**config.mk**
```make
export PLATFORM = sky130hd
export DESIGN_NAME = memory_write_scheduler_flat
export DESIGN_NICKNAME = d
export VERILOG_FILES = /design/src/rtl/memory_write_scheduler_pkg.sv /design/src/rtl/memory_write_scheduler_if.sv /design/src/rtl/memory_write_scheduler_fifo.sv /design/src/rtl/memory_write_scheduler.sv /design/src/flat_wrapper.sv
export SDC_FILE = /design/constraint.sdc
export NUM_CORES = 1
export LEC_CHECK = 0
export BUFFER_PORTS_ARGS = -buffer_cell sky130_fd_sc_hd__buf_2
export CAP_MARGIN = 20
export CORE_MARGIN = 2
export CORE_UTILIZATION = 50
export CTS_BUF_LIST = sky130_fd_sc_hd__clkbuf_4 sky130_fd_sc_hd__clkbuf_8
export CTS_CLUSTER_DIAMETER = 200
export DETAILED_ROUTE_END_ITERATION = 12
export GPL_TIMING_DRIVEN = 0
export PLACE_DENSITY = 0.71
export SETUP_SLACK_MARGIN = 0.05
export SLEW_MARGIN = 20
export SYNTH_ARGS = -nofsm -noshare
export SYNTH_HDL_FRONTEND = slang
export SYNTH_SLANG_ARGS = --single-unit
```
**constraint.sdc**
```tcl
create_clock -name clock -period 8.5 [get_ports clock]
set_input_delay 0.85 -clock clock [delete_from_list [all_inputs] [get_ports clock]]
set_output_delay 0.85 -clock clock [all_outputs]
set_load 0.05 [all_outputs]
```
**src/rtl/memory_write_scheduler_pkg.sv**
```systemverilog
// Shared types for the memory write scheduler: requester ids, queued write entry, issue FSM states.
package mem_sched_pkg;

  localparam int unsigned MEM_ADDR_W = 17;
  localparam int unsigned MEM_DATA_W = 8;

  typedef enum logic {REQ_HOST, REQ_BLIT} requester_t;

  typedef struct packed {
    logic [MEM_ADDR_W-1:0] addr;
    logic [MEM_DATA_W-1:0] data;
  } write_entry_t;

  typedef enum logic [1:0] {ISSUE_IDLE, ISSUE_WAIT, ISSUE_GAP} issue_state_t;

endpackage

```
**src/rtl/memory_write_scheduler_if.sv**
```systemverilog
// Write-source and MemoryManager write-port signals; slave = scheduler side, master = sources/memory side.
interface memory_write_scheduler_if
  import mem_sched_pkg::*;
#(
  parameter int unsigned ADDR_W = MEM_ADDR_W,
  parameter int unsigned DATA_W = MEM_DATA_W
);
  logic              hostValid;
  logic              hostReady;
  logic [ADDR_W-1:0] hostAddress;
  logic [DATA_W-1:0] hostData;
  logic              blitValid;
  logic              blitReady;
  logic [ADDR_W-1:0] blitAddress;
  logic [DATA_W-1:0] blitData;
  logic              memoryWriteRequest;
  logic [ADDR_W-1:0] memoryWriteAddress;
  logic [DATA_W-1:0] memoryWriteData;
  logic              memoryWriteComplete;

  modport slave (
    input  hostValid, hostAddress, hostData,
    input  blitValid, blitAddress, blitData,
    input  memoryWriteComplete,
    output hostReady, blitReady,
    output memoryWriteRequest, memoryWriteAddress, memoryWriteData
  );

  modport master (
    output hostValid, hostAddress, hostData,
    output blitValid, blitAddress, blitData,
    output memoryWriteComplete,
    input  hostReady, blitReady,
    input  memoryWriteRequest, memoryWriteAddress, memoryWriteData
  );
endinterface

```
**src/rtl/memory_write_scheduler_fifo.sv**
```systemverilog
// write_fifo: synchronous DEPTH-entry queue of write_entry_t; extra pointer bit distinguishes full from empty.
module write_fifo
  import mem_sched_pkg::*;
#(
  parameter int unsigned DEPTH = 4
) (
  input  logic                         clock,
  input  logic                         reset,
  input  logic                         push,
  input  write_entry_t                 push_data,
  input  logic                         pop,
  output write_entry_t                 pop_data,
  output logic                         full,
  output logic                         empty,
  output logic [$clog2(DEPTH+1)-1:0]   count
);
  localparam int unsigned PTR_W = $clog2(DEPTH) + 1;

  write_entry_t     mem [DEPTH];
  logic [PTR_W-1:0] wr_ptr;
  logic [PTR_W-1:0] rd_ptr;

  always_ff @(posedge clock) begin
    if (reset) begin
      wr_ptr <= '0;
      rd_ptr <= '0;
    end else begin
      if (push && !full) begin
        mem[wr_ptr[PTR_W-2:0]] <= push_data;
        wr_ptr                 <= wr_ptr + PTR_W'(1);
      end
      if (pop && !empty) begin
        rd_ptr <= rd_ptr + PTR_W'(1);
      end
    end
  end

  assign pop_data = mem[rd_ptr[PTR_W-2:0]];
  assign empty    = (wr_ptr == rd_ptr);
  assign full     = (wr_ptr[PTR_W-1] != rd_ptr[PTR_W-1]) &&
                    (wr_ptr[PTR_W-2:0] == rd_ptr[PTR_W-2:0]);
  assign count    = wr_ptr - rd_ptr;
endmodule

```
**src/rtl/memory_write_scheduler.sv**
```systemverilog
// Arbitrates host/blitter writes into a FIFO and issues them over the MemoryManager request/complete handshake.
// Define MEMSCHED_HOST_PRIORITY_EN for fixed host priority instead of round-robin.
module memory_write_scheduler
  import mem_sched_pkg::*;
#(
  parameter int unsigned DEPTH = 4
) (
  input  logic                        clock,
  input  logic                        reset,
  memory_write_scheduler_if.slave     bus,
  output logic [$clog2(DEPTH+1)-1:0]  queueCount,
  output logic                        idle
);
  logic         full;
  logic         empty;
  logic         push;
  logic         pop;
  logic         grant_host;
  logic         grant_blit;
  write_entry_t push_entry;
  write_entry_t head_entry;
  issue_state_t state;
  issue_state_t state_next;

`ifdef MEMSCHED_HOST_PRIORITY_EN
  always_comb begin
    grant_host = !full && bus.hostValid;
    grant_blit = !full && bus.blitValid && !bus.hostValid;
  end
`else
  requester_t rr_pointer;

  always_comb begin
    grant_host = !full && bus.hostValid && (!bus.blitValid || rr_pointer == REQ_HOST);
    grant_blit = !full && bus.blitValid && (!bus.hostValid || rr_pointer == REQ_BLIT);
  end

  always_ff @(posedge clock) begin
    if (reset) begin
      rr_pointer <= REQ_HOST;
    end else if (grant_host) begin
      rr_pointer <= REQ_BLIT;
    end else if (grant_blit) begin
      rr_pointer <= REQ_HOST;
    end
  end
`endif

  always_comb begin
    push       = grant_host || grant_blit;
    push_entry = grant_host ? '{addr: bus.hostAddress, data: bus.hostData}
                            : '{addr: bus.blitAddress, data: bus.blitData};
  end

  assign bus.hostReady = grant_host;
  assign bus.blitReady = grant_blit;

  write_fifo #(.DEPTH(DEPTH)) u_fifo (
    .clock     (clock),
    .reset     (reset),
    .push      (push),
    .push_data (push_entry),
    .pop       (pop),
    .pop_data  (head_entry),
    .full      (full),
    .empty     (empty),
    .count     (queueCount)
  );

  always_ff @(posedge clock) begin
    if (reset) begin
      state <= ISSUE_IDLE;
    end else begin
      state <= state_next;
    end
  end

  always_comb begin
    state_next = state;
    unique case (state)
      ISSUE_IDLE: if (!empty) state_next = ISSUE_WAIT;
      ISSUE_WAIT: if (bus.memoryWriteComplete) state_next = ISSUE_GAP;
      ISSUE_GAP:  state_next = ISSUE_IDLE;
      default:    state_next = ISSUE_IDLE;
    endcase
  end

  always_comb begin
    pop                    = (state == ISSUE_IDLE) && !empty;
    bus.memoryWriteRequest = (state == ISSUE_WAIT);
    idle                   = empty && (state != ISSUE_WAIT);
  end

  // Address/data are captured on the pop edge and only change at the next pop, so they stay stable through WAIT.
  always_ff @(posedge clock) begin
    if (reset) begin
      bus.memoryWriteAddress <= '0;
      bus.memoryWriteData    <= '0;
    end else if (pop) begin
      bus.memoryWriteAddress <= head_entry.addr;
      bus.memoryWriteData    <= head_entry.data;
    end
  end
endmodule

```
**src/flat_wrapper.sv**
```systemverilog
// flat-port wrapper written by rule: the top's interface ports become plain ports
module memory_write_scheduler_flat import mem_sched_pkg::*;
#(
  parameter int unsigned DEPTH = 4
)
  (clock, reset, queueCount, idle, bus_hostValid, bus_hostAddress, bus_hostData, bus_blitValid, bus_blitAddress, bus_blitData, bus_memoryWriteComplete, bus_hostReady, bus_blitReady, bus_memoryWriteRequest, bus_memoryWriteAddress, bus_memoryWriteData);
  memory_write_scheduler_if bus_i ();
  input  logic clock;
  input  logic reset;
  output logic [$clog2(DEPTH+1)-1:0] queueCount;
  output logic idle;
  input wire logic [$bits(bus_i.hostValid)-1:0] bus_hostValid;
  input wire logic [$bits(bus_i.hostAddress)-1:0] bus_hostAddress;
  input wire logic [$bits(bus_i.hostData)-1:0] bus_hostData;
  input wire logic [$bits(bus_i.blitValid)-1:0] bus_blitValid;
  input wire logic [$bits(bus_i.blitAddress)-1:0] bus_blitAddress;
  input wire logic [$bits(bus_i.blitData)-1:0] bus_blitData;
  input wire logic [$bits(bus_i.memoryWriteComplete)-1:0] bus_memoryWriteComplete;
  output wire logic [$bits(bus_i.hostReady)-1:0] bus_hostReady;
  output wire logic [$bits(bus_i.blitReady)-1:0] bus_blitReady;
  output wire logic [$bits(bus_i.memoryWriteRequest)-1:0] bus_memoryWriteRequest;
  output wire logic [$bits(bus_i.memoryWriteAddress)-1:0] bus_memoryWriteAddress;
  output wire logic [$bits(bus_i.memoryWriteData)-1:0] bus_memoryWriteData;
  assign bus_i.hostValid = bus_hostValid;
  assign bus_i.hostAddress = bus_hostAddress;
  assign bus_i.hostData = bus_hostData;
  assign bus_i.blitValid = bus_blitValid;
  assign bus_i.blitAddress = bus_blitAddress;
  assign bus_i.blitData = bus_blitData;
  assign bus_i.memoryWriteComplete = bus_memoryWriteComplete;
  assign bus_hostReady = bus_i.hostReady;
  assign bus_blitReady = bus_i.blitReady;
  assign bus_memoryWriteRequest = bus_i.memoryWriteRequest;
  assign bus_memoryWriteAddress = bus_i.memoryWriteAddress;
  assign bus_memoryWriteData = bus_i.memoryWriteData;
  memory_write_scheduler #(.DEPTH(DEPTH)) u_core (.clock(clock), .reset(reset), .bus(bus_i), .queueCount(queueCount), .idle(idle));
endmodule
```
* After elaboration in Yosys (flattened, before gate mapping) *
Memories as Yosys holds them, arrays and structs flattened. A register that Yosys moved wholly into a read port is not among the register bits.
Index checks and enable logic that the tools add are counted.
Widths: inputs -> output; s select.

cells by class
  equal/unequal tests = 7
  muxes and demuxes = 9
  add/sub/neg operators = 3
  bitwise operators = 1
  reductions and logical operators = 19

operators by type and width
  kind                 count
  $mux 25              1
  $logic_and 1x1->1    9
  $add 3x1->3 const B  2
  $mux 1               5
  $logic_not 1->1      4
  $mux 2               2
  $ne 2x2->1 const B   2
  $pmux 2 s2           1
  $eq 3x3->1           1
  $logic_or 1x1->1     3
  $sub 3x3->3          1
  $eq 2x1->1 const B   1
  $eq 2x2->1           1
  $logic_not 2->1      1
  $ne 2x1->1 const B   1
  $reduce_and 2->1     1
  $reduce_bool 2->1    1
  $ne 1x1->1           1
  $not 1->1            1

word-level totals
  memory bits (writable) = 100
  logic and storage cells = 44
  memories kept = 1
  flip-flop bits (word level) = 9

memories
  memory             words  bits a word  read ports  clocked after memory_dff  wr ports  RTL line                           text
  u_core.u_fifo.mem  4      25           1           1                         1         memory_write_scheduler_fifo.sv:19  write_entry_t mem [DEPTH];

* Depth between registers and ports, before layout *
Gate-level depths: netlist of the first run.

  word-level depth = 10
  mapped depth = 9

* Modules after synthesis *
A second synthesis of the first run with hierarchy kept.

second synthesis, totals
  cell total of the unflattened synthesis = 355
  area total of the unflattened synthesis = 5,686.7 µm²

modules (own cells, without submodules)
  module                  cells each  seq. area each (µm²)  times used  area an instance (µm²)
  write_fifo              199         3,163.0               1           4,214.0
  memory_write_scheduler  156         560.5                 1           1,472.7

* Least setup slack after synthesis of the first run *
No wires, ideal clock.

  kind = flip-flop to flip-flop
  start point = reg u_core.u_fifo.rd_ptr[1]
  end point = mem u_core.u_fifo.mem[0][0] (netlist bit) (enable)
  clock period less this slack = 4.228 ns
  cell stages (with the launch flop) = 9
  setup time = 0.444 ns
  required time = 8.056 ns
  path slack = 4.272 ns
  arrival time = 3.784 ns
  path through = dfxtp_1 -> buf_2 -> buf_1 -> inv_1 -> ha_1 -> nand2_1 -> clkbuf_1 -> o22ai_1 -> nor3b_1

on the way
  cells in the longest elaborated chain, start to end = 10

ends and longest elaborated chain
  element                                             RTL line                                                                                       text
  from (decl)                                         memory_write_scheduler_fifo.sv:21                                                              logic [PTR_W-1:0] rd_ptr;
  from (signal assigned)                              memory_write_scheduler_fifo.sv:33                                                              rd_ptr <= rd_ptr + PTR_W'(1);
  $eq 2x2->1 *                                        memory_write_scheduler_fifo.sv:41                                                              (wr_ptr[PTR_W-2:0] == rd_ptr[PTR_W-2:0]);
  $logic_and 1x1->1 *                                 memory_write_scheduler_fifo.sv:40                                                              assign full = (wr_ptr[PTR_W-1] != rd_ptr[PTR_W-1]) &&
  $logic_not 1->1 *                                   memory_write_scheduler_fifo.sv:28, memory_write_scheduler.sv:34, memory_write_scheduler.sv:35
  $logic_and 1x1->1 (on tied branches) (2 in series)  memory_write_scheduler.sv:34, memory_write_scheduler.sv:35
  $logic_or 1x1->1                                    memory_write_scheduler.sv:50                                                                   push = grant_host || grant_blit;
  $logic_and 1x1->1 *                                 memory_write_scheduler_fifo.sv:28                                                              if (push && !full) begin
  $mux 1 *                                            memory_write_scheduler_fifo.sv:28
  $mux 1 *                                            memory_write_scheduler_fifo.sv:24                                                              if (reset) begin
  $mux 1 (implied by the code) *                      memory_write_scheduler_fifo.sv:29                                                              mem[wr_ptr[PTR_W-2:0]] <= push_data;
  to (decl)                                           memory_write_scheduler_fifo.sv:19

Every way passes the cells marked *; elsewhere a longest branch is shown, timed or not.

* Final worst setup path of the first run *
  start point = reg u_core.u_fifo.rd_ptr[1]
  end point = out bus_blitReady

on the way
  cells in the longest elaborated chain, start to end = 5

ends and longest elaborated chain
  element                          RTL line                           text
  $eq 2x2->1                       memory_write_scheduler_fifo.sv:41
  $logic_and 1x1->1                memory_write_scheduler_fifo.sv:40
  $logic_not 1->1                  memory_write_scheduler.sv:35       grant_blit = !full && bus.blitValid && (!bus.hostValid || rr_pointer == REQ_BLIT);
  $logic_and 1x1->1 (2 in series)  memory_write_scheduler.sv:35
  to (decl)                        flat_wrapper.sv:20                 output wire logic [$bits(bus_i.blitReady)-1:0] bus_blitReady;

Every way passes these cells.

==> metrics.txt, run 1 <==
status completed; unrepaired setup endpoints after global routing no; Die ar. around 13000 um2; CP max-delay cell buf_1; leak pwr 0.00264 uW; min-delay src u_core.state[1]$_SDFFE_PP0P_; Slew headroom 0.538; hold depth 1; fin crit period 4.16 ns; final setup margin 4.34 ns; initial antenna violation count 0; Setup crit start kind flop; Resized Gates After CTS 0; Tcrit/Tclk final 0.489; final non-filler cell total 675; vias in the first global route 3834; post-DP HPWL ~8800 um; routed vias/inst 5.59; vias 3772; final max-slew violation count 0; CTS sink cnt 134; CP most frequent cell buf_2; final hold violations 0; max-cap violations 0; chip width 112 um; Synth Warn # 0; Layout Nets 582; CP Max Fanout 10; clock-pin slew on the worst setup and hold paths 0.08 ns; DR WL/cell 18.7 um; total power ~2200 uW; RD Place Congestion between 0.7 and 0.8; cell family with most CP delay buffers and inverters; placed cells 643; Post-route DRC 0; hold_ws 0.502 ns; CTS tree done; clock buffer depth 2; Worst Path Buf+Inv 5; Max VDD drop 0.139 mV; first-pass GRT wire length a little over 20000 um; WP data required 7.65 ns; Port Buffers 85; async set-or-reset flop fraction in the synthesized netlist 0; sequential share of the synthesized area 0.631; Critical Path, Cell by Cell buf_2, buf_1, inv_1, ha_1, nand2_1, clkbuf_1, o21ai_0, a21oi_1, buf_2; Global Route Usage Sum 0.214; syn avg cell area 14.5 um2; Cells after Synth 403; Top Ports 87; Worst-Skew Late Latency 0.43 ns; CP Capture Type output pin; Mapped Area 5840 um2; min-delay worst type flop to flop; CTS Root Cell clkbuf_8; R2R cell count 9; Post-synth EDFFs 100; DIE HEIGHT 112 um; final setup vio count 0; 1st-iter DRT viols approximately 260; Crit path arrival time 3.31 ns; largest net degree at the start of global routing 17; Synth Net Count 466; # rows 39; WL final 12600 um; drt first pass iters 5; Initial Util 0.512; antenna diode count 0; Least-Margin Pin Slew 0.693 ns; layout cells sized above 1 0.376; register bit total from synthesis 134; DRT antenna net count 0; TritonCTS Buffers 17; Netlist cell types 35; RR Startpoint u_core.u_fifo.rd_ptr[1]$_SDFFE_PP0P_; core area 11400 um2; Synth Flop Type edfxtp_1; CTS hold repair buffers 0; hold endpoint u_core.state[0]$_SDFFE_PP0P_; setup_tns 0 ns; clk_skew 0.0135 ns; htree depth 4; type of the worst setup path flop to output pin; Reg2Reg Capture Point u_core.u_fifo.mem[3][24]$_DFFE_PP_; postcts setup bufs 0; total gr overflow 0; pwr dens 307 nW/um2; area grow syn2layout 20.2%; Fmax ~240 MHz; Place WS ~4.8 ns; CP peak stage delay 0.57 ns; FF-to-FF setup slack about 4.8 ns
[area by class of cell]
class / instances / area, um2
flip-flops and latches: 134 / 3680
multi-input cells: 231 / 2010
repair buffers: 97 / 523
plain buffers: 30 / 140
well taps: 143 / 179
inverters: 8 / 30.0
fillers: 899 / 4400
clock inverters: 15 / 226
clock buffers: 17 / 234
[report_power, final]
part,internal (uW),switching (uW),leakage [uW]
logic,244,488,0.00122
clock network,351,252,0.000224
registers,788,32.0,0.00119
[cell families after synthesis]
group	after synthesis	share of synthesized area
DFF	134	0.631
AOI/OAI and AO/OA	38	0.0486
adders and majority gates	8	0.0184
buffers and inverters	38	0.0291
muxes	56	0.156
xor gates and xnor gates	3	0.00579
and+or+nand+nor	126	0.112
[per-layer routing]
metal / track usage / vias up / part of all wire
li1: - / 1762 / -
met1: 0.281 / 1849 / 0.41
met2: 0.352 / 142 / 0.51
met3: 0.0524 / 19 / 0.064
met4: 0.0748 / 0 / 0.015
met5: 0 / - / 0
[layout by cell type (no fill, tap or decap), types with 11 or more instances in the layout]
cell        n
buf_2      92
buf_4      11
clkbuf_1   18
clkbuf_8   17
dfxtp_1    34
edfxtp_1  100
mux2_2     29
mux4_2     25
nand2_1    27
nand3_1    50
nor2b_1    29
o211ai_1   25
[synth_stat cells (2+ instances only)]
master      n  area (um2)
edfxtp_1  100        3000
nand2b_1    4        25.0
nor3b_1     4        30.0
nor3_1      2        10.0
mux4_2     25         563
a211oi_1    2        15.0
dfxtp_1    34         681
nand2_1    27         101
buf_1       2        7.51
mux2_2     29         327
nor2_1      6        22.5
o211ai_1   25         188
nor2b_1    29         181
inv_1       8        30.0
a21oi_1     4        20.0
buf_6       2        22.5
buf_2       7        35.0
nand3_1    50         250
clkbuf_1   18        67.6
mux2i_1     2        20.0
ha_1        7        87.6
o21ai_0     3        15.0
[worst max-delay path by stage]
stage                                          from                                  to  slack [ns]  depth (start not counted)
2_1_floorplan  u_core.u_fifo.rd_ptr[1]$_SDFFE_PP0P_   u_core.u_fifo.mem[0][0]$_DFFE_PP_        4.27                          8
3_3_place_gp   u_core.u_fifo.rd_ptr[1]$_SDFFE_PP0P_  u_core.u_fifo.mem[0][14]$_DFFE_PP_        2.11                          8
3_5_place_dp   u_core.u_fifo.rd_ptr[1]$_SDFFE_PP0P_                       bus_blitReady        4.79                          9
4_1_cts        u_core.u_fifo.rd_ptr[1]$_SDFFE_PP0P_                       bus_blitReady        4.32                          9
5_1_grt        u_core.u_fifo.rd_ptr[1]$_SDFFE_PP0P_                       bus_blitReady        4.13                          9
6_report       u_core.u_fifo.rd_ptr[1]$_SDFFE_PP0P_                       bus_blitReady        4.34                          9
[worst register-to-register path, delay by kind of cell (launching register included)]
| family | cells | cell delay (ns) |
|---|---|---|
| buffers and inverters | 5 | 1.65 |
| AND/OR/NAND/NOR | 2 | 0.81 |
| flip-flops | 1 | 0.38 |
| adder cells (fa/ha/maj) | 1 | 0.31 |
| AO/OA/AOI/OAI | 1 | 0.26 |
[per-stage QoR]
stage,instance area (um2),utilization
floorplan,5840,-
global placement,6440,0.564
global route,7020,0.615
CTS,7020,0.615
detailed placement,6560,0.575
finish,7020,0.615
[sequential cells by signal, indices dropped and copies added, names as in the netlist]
register                       count
u_core.bus.memoryWriteAddress     17
u_core.state                       2
u_core.u_fifo.rd_ptr               3
u_core.bus.memoryWriteData         8
u_core.u_fifo.mem                100
u_core.u_fifo.wr_ptr               3
u_core.rr_pointer                  1
No activity file was read; power rests on OpenSTA's default activity.
==> run 2: changes to the inputs <==
--- a/config.mk
+++ b/config.mk
@@ -13,7 +13,7 @@
 export CTS_CLUSTER_DIAMETER = 200
 export DETAILED_ROUTE_END_ITERATION = 12
 export GPL_TIMING_DRIVEN = 0
-export PLACE_DENSITY = 0.71
+export PLACE_DENSITY = 0.74
 export SETUP_SLACK_MARGIN = 0.05
 export SLEW_MARGIN = 20
 export SYNTH_ARGS = -nofsm -noshare
==> constraint.sdc (replaced) <==
create_clock -name clock -period 3.6 [get_ports clock]
set_input_delay 0.36 -clock clock [delete_from_list [all_inputs] [get_ports clock]]
set_output_delay 0.36 -clock clock [all_outputs]
set_load 0.05 [all_outputs]
==> metrics.txt, run 2 (synthesis results as in run 1) <==
largest net degree at the start of global routing 19; Max VDD drop 0.436 mV; Layout Nets 581; CTS Root Cell clkbuf_8; routed vias/inst 5.68; Port Buffers 85; area grow syn2layout 19.9%; max reg flops 100; Least-Margin Pin Slew 0.641 ns; Crit path arrival time 3.36 ns; DIE HEIGHT 112 um; first-pass GRT wire length 20200 um; Initial Util 0.512; Fillers 885; vias in the first global route between 3000 and 4000; clk_skew around 0.0076 ns; status completed; antenna diode count 0; max-cap violations 0; Metal-1 WL about 5300 um; routed wl met2 6260 um; final max-slew violation count 0; 1st-iter DRT viols 253; setup_tns 0 ns; drt first pass iters 5; chip width roughly 110 um; RR Startpoint u_core.u_fifo.rd_ptr[1]$_SDFFE_PP0P_; CTS sink cnt around 130; Fmax approximately 310 MHz; CP Capture Type flop; hold depth 2; type of the worst setup path flop to flop; Reg2Reg Capture Point u_core.u_fifo.mem[1][13]$_DFFE_PP_; pwr dens 719 nW/um2; DRT antenna net count 0; htree depth 4; core area 11400 um2; DR WL/cell roughly 19 um; Top Metal Used met4; Slew headroom 0.573; Post-route DRC 0; CP Max Fanout 18; min-delay worst type input port to flop; Worst Setup SP u_core.u_fifo.rd_ptr[1]$_SDFFE_PP0P_; postcts setup bufs 0; Tcrit/Tclk final 0.897; commonest non-fill, non-tap cells in the layout edfxtp_1 (100), buf_2 (91), nand3_1 (50), dfxtp_1 (34); RD Place Congestion 0.777; total gr overflow 0; Global Route Usage Sum 0.210; FF-to-FF setup slack 0.37 ns; final setup vio count 0; R2R cell count 9; WP data required roughly 3.7 ns; hold endpoint u_core.state[0]$_SDFFE_PP0P_; Place WS -0.0835 ns; CTS tree done; leak pwr 0.00264 uW; commonest non-fill, non-tap cell in the layout edfxtp_1; TritonCTS Buffers 17; clock-pin slew on the worst setup and hold paths 0.08 ns; initial antenna violation count 0; # rows 39; clock buffer depth 2; min-delay src bus_memoryWriteComplete; WL final 12600 um; layout cells sized above 1 0.379; Top Ports 87; fin crit period approximately 3.2 ns; wire length on met3 798 um; Worst-Skew Late Latency between 0.4 and 0.5 ns; Setup crit start kind flop; Die ar. between 10000 and 15000 um2; final hold violations 0; vias roughly 3800; post-DP HPWL 8910 um; final setup margin 0.370 ns; unrepaired setup endpoints after global routing no
## run 2: cell count changes in the layout (fill, tap and decap cells not counted), moves of 2 or more
cell / before / now
clkbuf_4: 0 / 2
clkinv_4: 4 / 1
clkinv_2: 1 / 3
clkbuf_8: 17 / 19
## run 2: repair_timing
item / CTS / global route
hold buffers: 0 / 0
gates resized for setup: 0 / 1
endpoints found under the hold margin: 0 / 0
setup endpoints to repair: 35 / 15
## run 2: routing by layer
metal	global-route usage	up-vias
li1	-	1769
met1	0.283	1895
met2	0.345	147
met3	0.0432	18
met4	0.0732	0
met5	0	-
## run 2: layout make-up
type | count | area, um2 | share of cell area
inverters | 8 | 30.0 | 0.00429
well taps | 143 | 179 | 0.0256
clock buffers | 20 | 269 | 0.0384
clock inverters | 12 | 174 | 0.0248
plain buffers | 29 | 139 | 0.0198
multi-input cells | 231 | 2010 | 0.287
repair buffers | 97 | 519 | 0.0742
flip-flops and latches | 134 | 3680 | 0.526
## run 2: metrics by stage
step	util	instances	hold slack (ns)	instance area (um2)	total power [uW]
2_1_floorplan	-	403	0.460	5840	3240
3_3_place_gp	0.564	631	0.480	6440	3650
3_5_place_dp	0.574	643	0.502	6560	3700
4_1_cts	0.613	674	0.159	7000	5060
5_1_grt	0.613	674	0.160	7000	5270
6_report	0.613	674	0.175	7000	5040
## run 2: worst max path at each step
stage,end,slack [ns],cells past startpoint
after CTS,u_core.u_fifo.mem[1][7]$_DFFE_PP_,0.26,9
after global routing,u_core.u_fifo.mem[0][10]$_DFFE_PP_,0.12,9
after floorplan,u_core.u_fifo.mem[0][0]$_DFFE_PP_,-0.63,8
after global placement,u_core.u_fifo.mem[0][14]$_DFFE_PP_,-2.75,8
final,u_core.u_fifo.mem[1][13]$_DFFE_PP_,0.37,9
after detailed placement,u_core.u_fifo.mem[1][14]$_DFFE_PP_,-0.08,10
## run 2: critical path, cell delays in order (launching register included)
cell and delay, ns:
dfxtp_1 0.38, clkbuf_4 0.35, inv_1 0.09, ha_1 0.30, nand2_1 0.23, clkbuf_1 0.35, o22ai_1 0.26, nor3b_2 0.48
buf_4 0.28, buf_4 0.20
## run 2: report_power, final
| group | switching [uW] | total (uW) | internal (uW) |
|---|---|---|---|
| sequential | 79.9 | 1940 | 1860 |
| combinational | 1150 | 1730 | 577 |
| clock | 568 | 1370 | 800 |
| total | 1800 | 5040 | 3240 |
